==> src/rtl/kbd_scancode_decoder.sv <==
// PS/2 scancode bytes -> ASCII FIFO; char written 2 cycles after the synchronised ready edge (CharValid in k+2).
// No backpressure to the keyboard: a character arriving while the FIFO is full is dropped and Overflow latches.
module kbd_scancode_decoder #(
    parameter int FIFO_DEPTH  = 8,
    parameter int SYNC_STAGES = 2
) (
    input  logic       Clk,
    input  logic       Rst,
    input  logic [7:0] ParallelData,
    input  logic       ParallelDataReady,
    input  logic       RdEn,
    output logic [7:0] CharData,
    output logic       CharValid,
    output logic       FifoFull,
    output logic       Overflow,
    output logic       ShiftActive,
    output logic       CapsLock
);

    localparam int AW = $clog2(FIFO_DEPTH);
    localparam logic [AW:0] DEPTH_C = (AW + 1)'(FIFO_DEPTH);

    typedef enum logic [1:0] {IDLE, BRK, EXT, EXT_BRK} state_t;

    // Returns {valid, ascii}; valid=0 for codes with no printable mapping.
    function automatic logic [8:0] map_code(input logic [7:0] code, input logic shift, input logic caps);
        logic [7:0] lc;
        logic [7:0] dn;
        logic [7:0] ds;
        logic [8:0] res;
        lc  = 8'h00;
        dn  = 8'h00;
        ds  = 8'h00;
        res = 9'h000;
        case (code)
            8'h1C: lc = 8'h61;  8'h32: lc = 8'h62;  8'h21: lc = 8'h63;  8'h23: lc = 8'h64;
            8'h24: lc = 8'h65;  8'h2B: lc = 8'h66;  8'h34: lc = 8'h67;  8'h33: lc = 8'h68;
            8'h43: lc = 8'h69;  8'h3B: lc = 8'h6A;  8'h42: lc = 8'h6B;  8'h4B: lc = 8'h6C;
            8'h3A: lc = 8'h6D;  8'h31: lc = 8'h6E;  8'h44: lc = 8'h6F;  8'h4D: lc = 8'h70;
            8'h15: lc = 8'h71;  8'h2D: lc = 8'h72;  8'h1B: lc = 8'h73;  8'h2C: lc = 8'h74;
            8'h3C: lc = 8'h75;  8'h2A: lc = 8'h76;  8'h1D: lc = 8'h77;  8'h22: lc = 8'h78;
            8'h35: lc = 8'h79;  8'h1A: lc = 8'h7A;
            8'h16: begin dn = 8'h31; ds = 8'h21; end
            8'h1E: begin dn = 8'h32; ds = 8'h40; end
            8'h26: begin dn = 8'h33; ds = 8'h23; end
            8'h25: begin dn = 8'h34; ds = 8'h24; end
            8'h2E: begin dn = 8'h35; ds = 8'h25; end
            8'h36: begin dn = 8'h36; ds = 8'h5E; end
            8'h3D: begin dn = 8'h37; ds = 8'h26; end
            8'h3E: begin dn = 8'h38; ds = 8'h2A; end
            8'h46: begin dn = 8'h39; ds = 8'h28; end
            8'h45: begin dn = 8'h30; ds = 8'h29; end
            8'h29: res = {1'b1, 8'h20};
            8'h5A: res = {1'b1, 8'h0D};
            8'h66: res = {1'b1, 8'h08};
            8'h0D: res = {1'b1, 8'h09};
            default: res = 9'h000;
        endcase
        if (lc != 8'h00) begin
            res = {1'b1, (shift ^ caps) ? (lc - 8'h20) : lc};
        end else if (dn != 8'h00) begin
            res = {1'b1, shift ? ds : dn};
        end
        return res;
    endfunction

    logic [SYNC_STAGES-1:0] sync_q;
    logic                   hist_q;
    logic                   evt;
    logic                   evt_q;
    logic [7:0]             byte_q;

    assign evt = sync_q[SYNC_STAGES-1] & ~hist_q;

    always_ff @(posedge Clk or negedge Rst) begin
        if (!Rst) begin
            sync_q <= '0;
            hist_q <= 1'b0;
            evt_q  <= 1'b0;
            byte_q <= 8'h00;
        end else begin
            sync_q <= {sync_q[SYNC_STAGES-2:0], ParallelDataReady};
            hist_q <= sync_q[SYNC_STAGES-1];
            evt_q  <= evt;
            if (evt) begin
                byte_q <= ParallelData;
            end
        end
    end

    state_t     state_q, state_d;
    logic       lshift_q, lshift_d;
    logic       rshift_q, rshift_d;
    logic       caps_q, caps_d;
    logic       push;
    logic [7:0] push_dat;
    logic [8:0] mapped;

    // Decode uses the modifier state from before this byte.
    assign mapped = map_code(byte_q, lshift_q | rshift_q, caps_q);

    always_ff @(posedge Clk or negedge Rst) begin
        if (!Rst) begin
            state_q  <= IDLE;
            lshift_q <= 1'b0;
            rshift_q <= 1'b0;
            caps_q   <= 1'b0;
        end else begin
            state_q  <= state_d;
            lshift_q <= lshift_d;
            rshift_q <= rshift_d;
            caps_q   <= caps_d;
        end
    end

    always_comb begin
        state_d  = state_q;
        lshift_d = lshift_q;
        rshift_d = rshift_q;
        caps_d   = caps_q;
        push     = 1'b0;
        push_dat = 8'h00;
        if (evt_q) begin
            unique case (state_q)
                IDLE: begin
                    if (byte_q == 8'hE0) begin
                        state_d = EXT;
                    end else if (byte_q == 8'hF0) begin
                        state_d = BRK;
                    end else if (byte_q == 8'h12) begin
                        lshift_d = 1'b1;
                    end else if (byte_q == 8'h59) begin
                        rshift_d = 1'b1;
                    end else if (byte_q == 8'h58) begin
                        caps_d = ~caps_q;
                    end else if (mapped[8]) begin
                        push     = 1'b1;
                        push_dat = mapped[7:0];
                    end
                end
                BRK: begin
                    state_d = IDLE;
                    if (byte_q == 8'h12) begin
                        lshift_d = 1'b0;
                    end else if (byte_q == 8'h59) begin
                        rshift_d = 1'b0;
                    end
                end
                EXT: begin
                    if (byte_q == 8'hF0) begin
                        state_d = EXT_BRK;
                    end else begin
                        state_d = IDLE;
                        if (byte_q == 8'h5A) begin
                            push     = 1'b1;
                            push_dat = 8'h0D;
                        end
                    end
                end
                EXT_BRK: state_d = IDLE;
                default: state_d = IDLE;
            endcase
        end
    end

    logic [7:0]  mem [FIFO_DEPTH];
    logic [AW-1:0] wr_ptr, rd_ptr;
    logic [AW:0] count;
    logic        full;
    logic        pop;
    logic        wr_en;
    logic        ovf_q;

    assign full  = (count == DEPTH_C);
    assign pop   = RdEn && (count != '0);
    // A simultaneous pop frees the slot, so a full FIFO still accepts the push.
    assign wr_en = push && (!full || pop);

    always_ff @(posedge Clk) begin
        if (wr_en) begin
            mem[wr_ptr] <= push_dat;
        end
    end

    always_ff @(posedge Clk or negedge Rst) begin
        if (!Rst) begin
            wr_ptr <= '0;
            rd_ptr <= '0;
            count  <= '0;
            ovf_q  <= 1'b0;
        end else begin
            if (wr_en) begin
                wr_ptr <= wr_ptr + 1'b1;
            end
            if (pop) begin
                rd_ptr <= rd_ptr + 1'b1;
            end
            if (wr_en && !pop) begin
                count <= count + 1'b1;
            end else if (pop && !wr_en) begin
                count <= count - 1'b1;
            end
            if (push && full && !pop) begin
                ovf_q <= 1'b1;
            end
        end
    end

    assign CharValid   = (count != '0);
    assign CharData    = CharValid ? mem[rd_ptr] : 8'h00;
    assign FifoFull    = full;
    assign Overflow    = ovf_q;
    assign ShiftActive = lshift_q | rshift_q;
    assign CapsLock    = caps_q;

endmodule
==> config.mk <==
export PLATFORM = sky130hd
export DESIGN_NAME = kbd_scancode_decoder
export DESIGN_NICKNAME = d
export VERILOG_FILES = /design/src/rtl/kbd_scancode_decoder.sv
export SDC_FILE = /design/constraint.sdc
export NUM_CORES = 1
export LEC_CHECK = 0
export ABC_AREA = 1
export CAP_MARGIN = 20
export CORE_MARGIN = 2
export CORE_UTILIZATION = 30
export DETAILED_ROUTE_END_ITERATION = 7
export PLACE_DENSITY = 0.45
export SLEW_MARGIN = 20
export SYNTH_ARGS = -nofsm -noshare
export SYNTH_HDL_FRONTEND = slang
export SYNTH_SLANG_ARGS = --single-unit
==> constraint.sdc <==
create_clock -name Clk -period 3.35 [get_ports Clk]
set_input_delay 0.67 -clock Clk [delete_from_list [all_inputs] [get_ports Clk]]
set_output_delay 0.67 -clock Clk [all_outputs]
set_load 0.03 [all_outputs]
==> load_flow_metrics.sql <==
INSERT INTO impl_metrics (metric_group, metric, value, unit) VALUES
('place', 'dp.cells', '757', ''),
('logic_synthesis', 'synth_edf_count', '64', ''),
('logic_synthesis', 'synthCells', '535', ''),
('timing', 'maxSlewHeadroom', '0.394', ''),
('logic_synthesis', 'synth_fa_ha_area_frac', '0.0230', ''),
('logic_synthesis', 'synth_common_cells', 'sky130_fd_sc_hd__nor2_1 (126), sky130_fd_sc_hd__nand2_1 (105), sky130_fd_sc_hd__edfxtp_1 (64)', ''),
('die', 'initial_utilization', '0.307', ''),
('detailed_routing', 'route.vias.total', '3863', ''),
('worst_setup_path', 'critical_path_arrival', '3.38', 'ns'),
('power_and_ir_drop', 'switching_portion_of_total_power', '0.388', ''),
('die', 'pin_count', '25', ''),
('global_route', 'grt_first_pass_wirelength', '20.5', 'mm'),
('logic_synthesis', 'post-synth-top-area-cell', 'sky130_fd_sc_hd__edfxtp_1', ''),
('logic_synthesis', 'post-synth-top-count-cell', 'sky130_fd_sc_hd__nor2_1', ''),
('logic_synthesis', 'flops_latches_synth', '92', ''),
('hold_path', 'min_path_type', 'flop to flop', ''),
('die', 'std_cell_rows', '45', ''),
('logic_synthesis', 'synth_sequential_area_ratio', '0.561', ''),
('detailed_routing', 'first_pass_drt_iterations', '5', ''),
('worst_setup_path', 'rrSetupSlack', '0.21', 'ns'),
('timing', 'finalClockSkew', '0.00846', 'ns'),
('clock_network', 'post-cts-setup-buffer-count', '0', ''),
('finish', 'area_growth_syn_to_fin', '20.2', '%'),
('detailed_routing', 'wl', '12.3', 'mm'),
('detailed_routing', 'drtIter0Drc', '293', ''),
('timing', 'final_slew_violations', '0', ''),
('die', 'core', '0.0152', 'mm^2'),
('global_route', 'grt_max_degree', '34', ''),
('power_and_ir_drop', 'power_report.internal_total', '0.00245', 'W'),
('power_and_ir_drop', 'power_density', '712', 'mW/mm^2'),
('detailed_routing', 'avgRoutedWirePerCell', '15.9', 'um'),
('global_route', 'first_global_vias', '3870', ''),
('run', 'drv.max_cap_violation_count', '0', ''),
('finish', 'fin_nets', '600', ''),
('finish', 'ff_latch_area', '0.00263', 'mm^2'),
('logic_synthesis', 'synthArstFlopShare', '0.304', ''),
('place', 'placed_cell_area', '0.00527', 'mm^2'),
('logic_synthesis', 'synth.distinct_cells', '30', ''),
('die', 'die_x', '129', 'um'),
('place', 'gp_routability_congestion', '0.904', ''),
('timing', 'timing.hold.ws', '0.353', 'ns'),
('worst_setup_path', 'critical_path_start_type', 'flop', ''),
('timing', 'finalSetupViolCount', '0', ''),
('worst_setup_path', 'critPathCaptureType', 'flop', ''),
('power_and_ir_drop', 'switching_power', '0.00155', 'W'),
('hold_path', 'hp-start', 'sync_q[0]', ''),
('finish', 'final_area', '0.00562', 'mm^2'),
('logic_synthesis', 'post_synth.cell_area_avg', '8.74', 'um^2'),
('place', 'detailed_place_hpwl', '8.88', 'mm'),
('finish', 'number_of_inserted_diodes', '0', ''),
('power_and_ir_drop', 'power.sequential.fraction', '0.352', ''),
('timing', 'post-route-period-util', '0.939', ''),
('clock_network', 'cts_resized', '0', ''),
('finish', 'final_non_filler_cell_total', '773', ''),
('clock_network', 'clkSlewWorstSetupHoldPaths', '0.07', 'ns'),
('detailed_routing', 'drc_viols', '0', ''),
('logic_synthesis', 'prevailing_post_synth_register_cell', 'sky130_fd_sc_hd__edfxtp_1', ''),
('clock_network', 'clockRootBuffer', 'sky130_fd_sc_hd__clkbuf_16', ''),
('global_route', 'grt_usage', '0.161', ''),
('timing', 'tightest_slew', '0.906', 'ns'),
('logic_synthesis', 'mappedNetlistNets', '555', ''),
('run_status', 'result_of_the_run', 'finished, final reports clean', ''),
('worst_setup_path', 'worst_r2r_endpoint', 'count[3]', ''),
('logic_synthesis', 'count_of_synthesis_stage_warnings_from_yosys', '0', ''),
('timing', 'hold_viol_final', '0', ''),
('die', 'design.die.area', '0.0166', 'mm^2'),
('global_route', 'number_of_antenna_violations_at_the_first_check_in_global_routing', '0', ''),
('clock_network', 'clock_tree.buffer_depth', '2', ''),
('power_and_ir_drop', 'share_comb_of_total_power', '0.388', ''),
('clock_network', 'cts-htree-levels', '3', ''),
('timing', 'final_period_minus_worst_setup_slack', '3.14', 'ns');
[logic make-up (layout without fill, tap and decap cells)]
kind of cell	after synthesis	in the layout
adder cells (fa/ha/maj)	8	8
AO/OA/AOI/OAI	93	93
AND/OR/NAND/NOR	283	283
flip-flops	92	92
XOR/XNOR	8	8
buffers and inverters	51	101
[area by class of cell]
type / instances / area share
tap: 188 / 0.0419
timing repair buffer: 45 / 0.0708
multi-input combinational: 392 / 0.339
clock inverter: 6 / 0.0125
sequential: 92 / 0.467
clock buffer: 10 / 0.0408
inverter: 40 / 0.0274
[power groups by stage]
stage | combinational, W | sequential, W | clock, W
final | 0.00155 | 0.00141 | 0.00104
after global routing | 0.00173 | 0.00142 | 0.00111
after CTS | 0.00156 | 0.00140 | 0.00107
after detailed placement | 0.00156 | 0.00142 | 0
after global placement | 0.00155 | 0.00142 | 0
after floorplan | 0.000993 | 0.00142 | 0
[registers in the layout (all words and copies together), names as in the netlist, 2 cells and up]
register and flops:
byte_q 8, count 4, mem 64, rd_ptr 3
state_q 2, sync_q 2, wr_ptr 3
[placed cells by master (no fill, tap or decap), types with 2 or more instances in the layout]
master                              n
sky130_fd_sc_hd__dfrtp_2            2
sky130_fd_sc_hd__nand2_2            4
sky130_fd_sc_hd__buf_4             21
sky130_fd_sc_hd__nor4_1             5
sky130_fd_sc_hd__o21bai_1           2
sky130_fd_sc_hd__edfxtp_1          64
sky130_fd_sc_hd__nand4_1            5
sky130_fd_sc_hd__a31oi_1           13
sky130_fd_sc_hd__o21ai_0           58
sky130_fd_sc_hd__clkinvlp_4         3
sky130_fd_sc_hd__xor2_1             6
sky130_fd_sc_hd__nor3_1             7
sky130_fd_sc_hd__nor2_2             6
sky130_fd_sc_hd__a21oi_1            8
sky130_fd_sc_hd__nand3_1           23
sky130_fd_sc_hd__nand3_2            3
sky130_fd_sc_hd__nor2_4             5
sky130_fd_sc_hd__nor2_1           119
sky130_fd_sc_hd__o22ai_1            8
sky130_fd_sc_hd__dfrtp_1           26
sky130_fd_sc_hd__nand2_1          103
sky130_fd_sc_hd__xnor2_1            2
sky130_fd_sc_hd__clkdlybuf4s50_1   24
sky130_fd_sc_hd__clkbuf_16          9
sky130_fd_sc_hd__ha_1               7
sky130_fd_sc_hd__inv_1             38
[routing by layer]
| layer | up-vias | GRT usage | wire length [um] |
|---|---|---|---|
| met5 | - | 0 | 0 |
| met4 | 0 | 0.0735 | 367 |
| met3 | 28 | 0.0279 | 455 |
| met2 | 86 | 0.262 | 5710 |
| met1 | 1843 | 0.211 | 5730 |
| li1 | 1906 | - | - |
[worst max path at each step]
stage / from / end / slack, ns
4_1_cts: rd_ptr[1] / CharData[1] / 0.02
3_3_place_gp: byte_q[5] / count[3] / 0.07
2_1_floorplan: byte_q[1] / count[3] / 0.56
3_5_place_dp: byte_q[0] / count[3] / 0.1
5_1_grt: byte_q[1] / count[3] / -0.12
6_report: byte_q[1] / count[3] / 0.21
[per-stage QoR]
step	setup slack, ns	total power [W]
after floorplan	0.558	0.00241
after CTS	0.0222	0.00403
after global routing	-0.121	0.00426
after detailed placement	0.0966	0.00298
final	0.206	0.00400
after global placement	0.0746	0.00298
[worst max-delay path: stages (launching register included)]
cell	delay, ns
sky130_fd_sc_hd__dfrtp_2	0.45
sky130_fd_sc_hd__inv_1	0.12
sky130_fd_sc_hd__nand2_2	0.11
sky130_fd_sc_hd__nor2_1	0.26
sky130_fd_sc_hd__nand2_1	0.14
sky130_fd_sc_hd__nand2_1	0.10
sky130_fd_sc_hd__nor2_1	0.05
sky130_fd_sc_hd__nand2_1	0.09
sky130_fd_sc_hd__nor2_2	0.06
sky130_fd_sc_hd__nand2_2	0.07
sky130_fd_sc_hd__o21bai_1	0.06
sky130_fd_sc_hd__nand2_1	0.08
sky130_fd_sc_hd__nand3_1	0.14
sky130_fd_sc_hd__inv_1	0.09
sky130_fd_sc_hd__ha_1	0.19
sky130_fd_sc_hd__inv_1	0.09
sky130_fd_sc_hd__ha_1	0.28
sky130_fd_sc_hd__a21o_1	0.18
sky130_fd_sc_hd__a21oi_1	0.16
sky130_fd_sc_hd__nand2_1	0.07
sky130_fd_sc_hd__nand2_1	0.06
sky130_fd_sc_hd__nor2_1	0.04
sky130_fd_sc_hd__xor2_1	0.13
No activity file was read; power rests on OpenSTA's default activity.
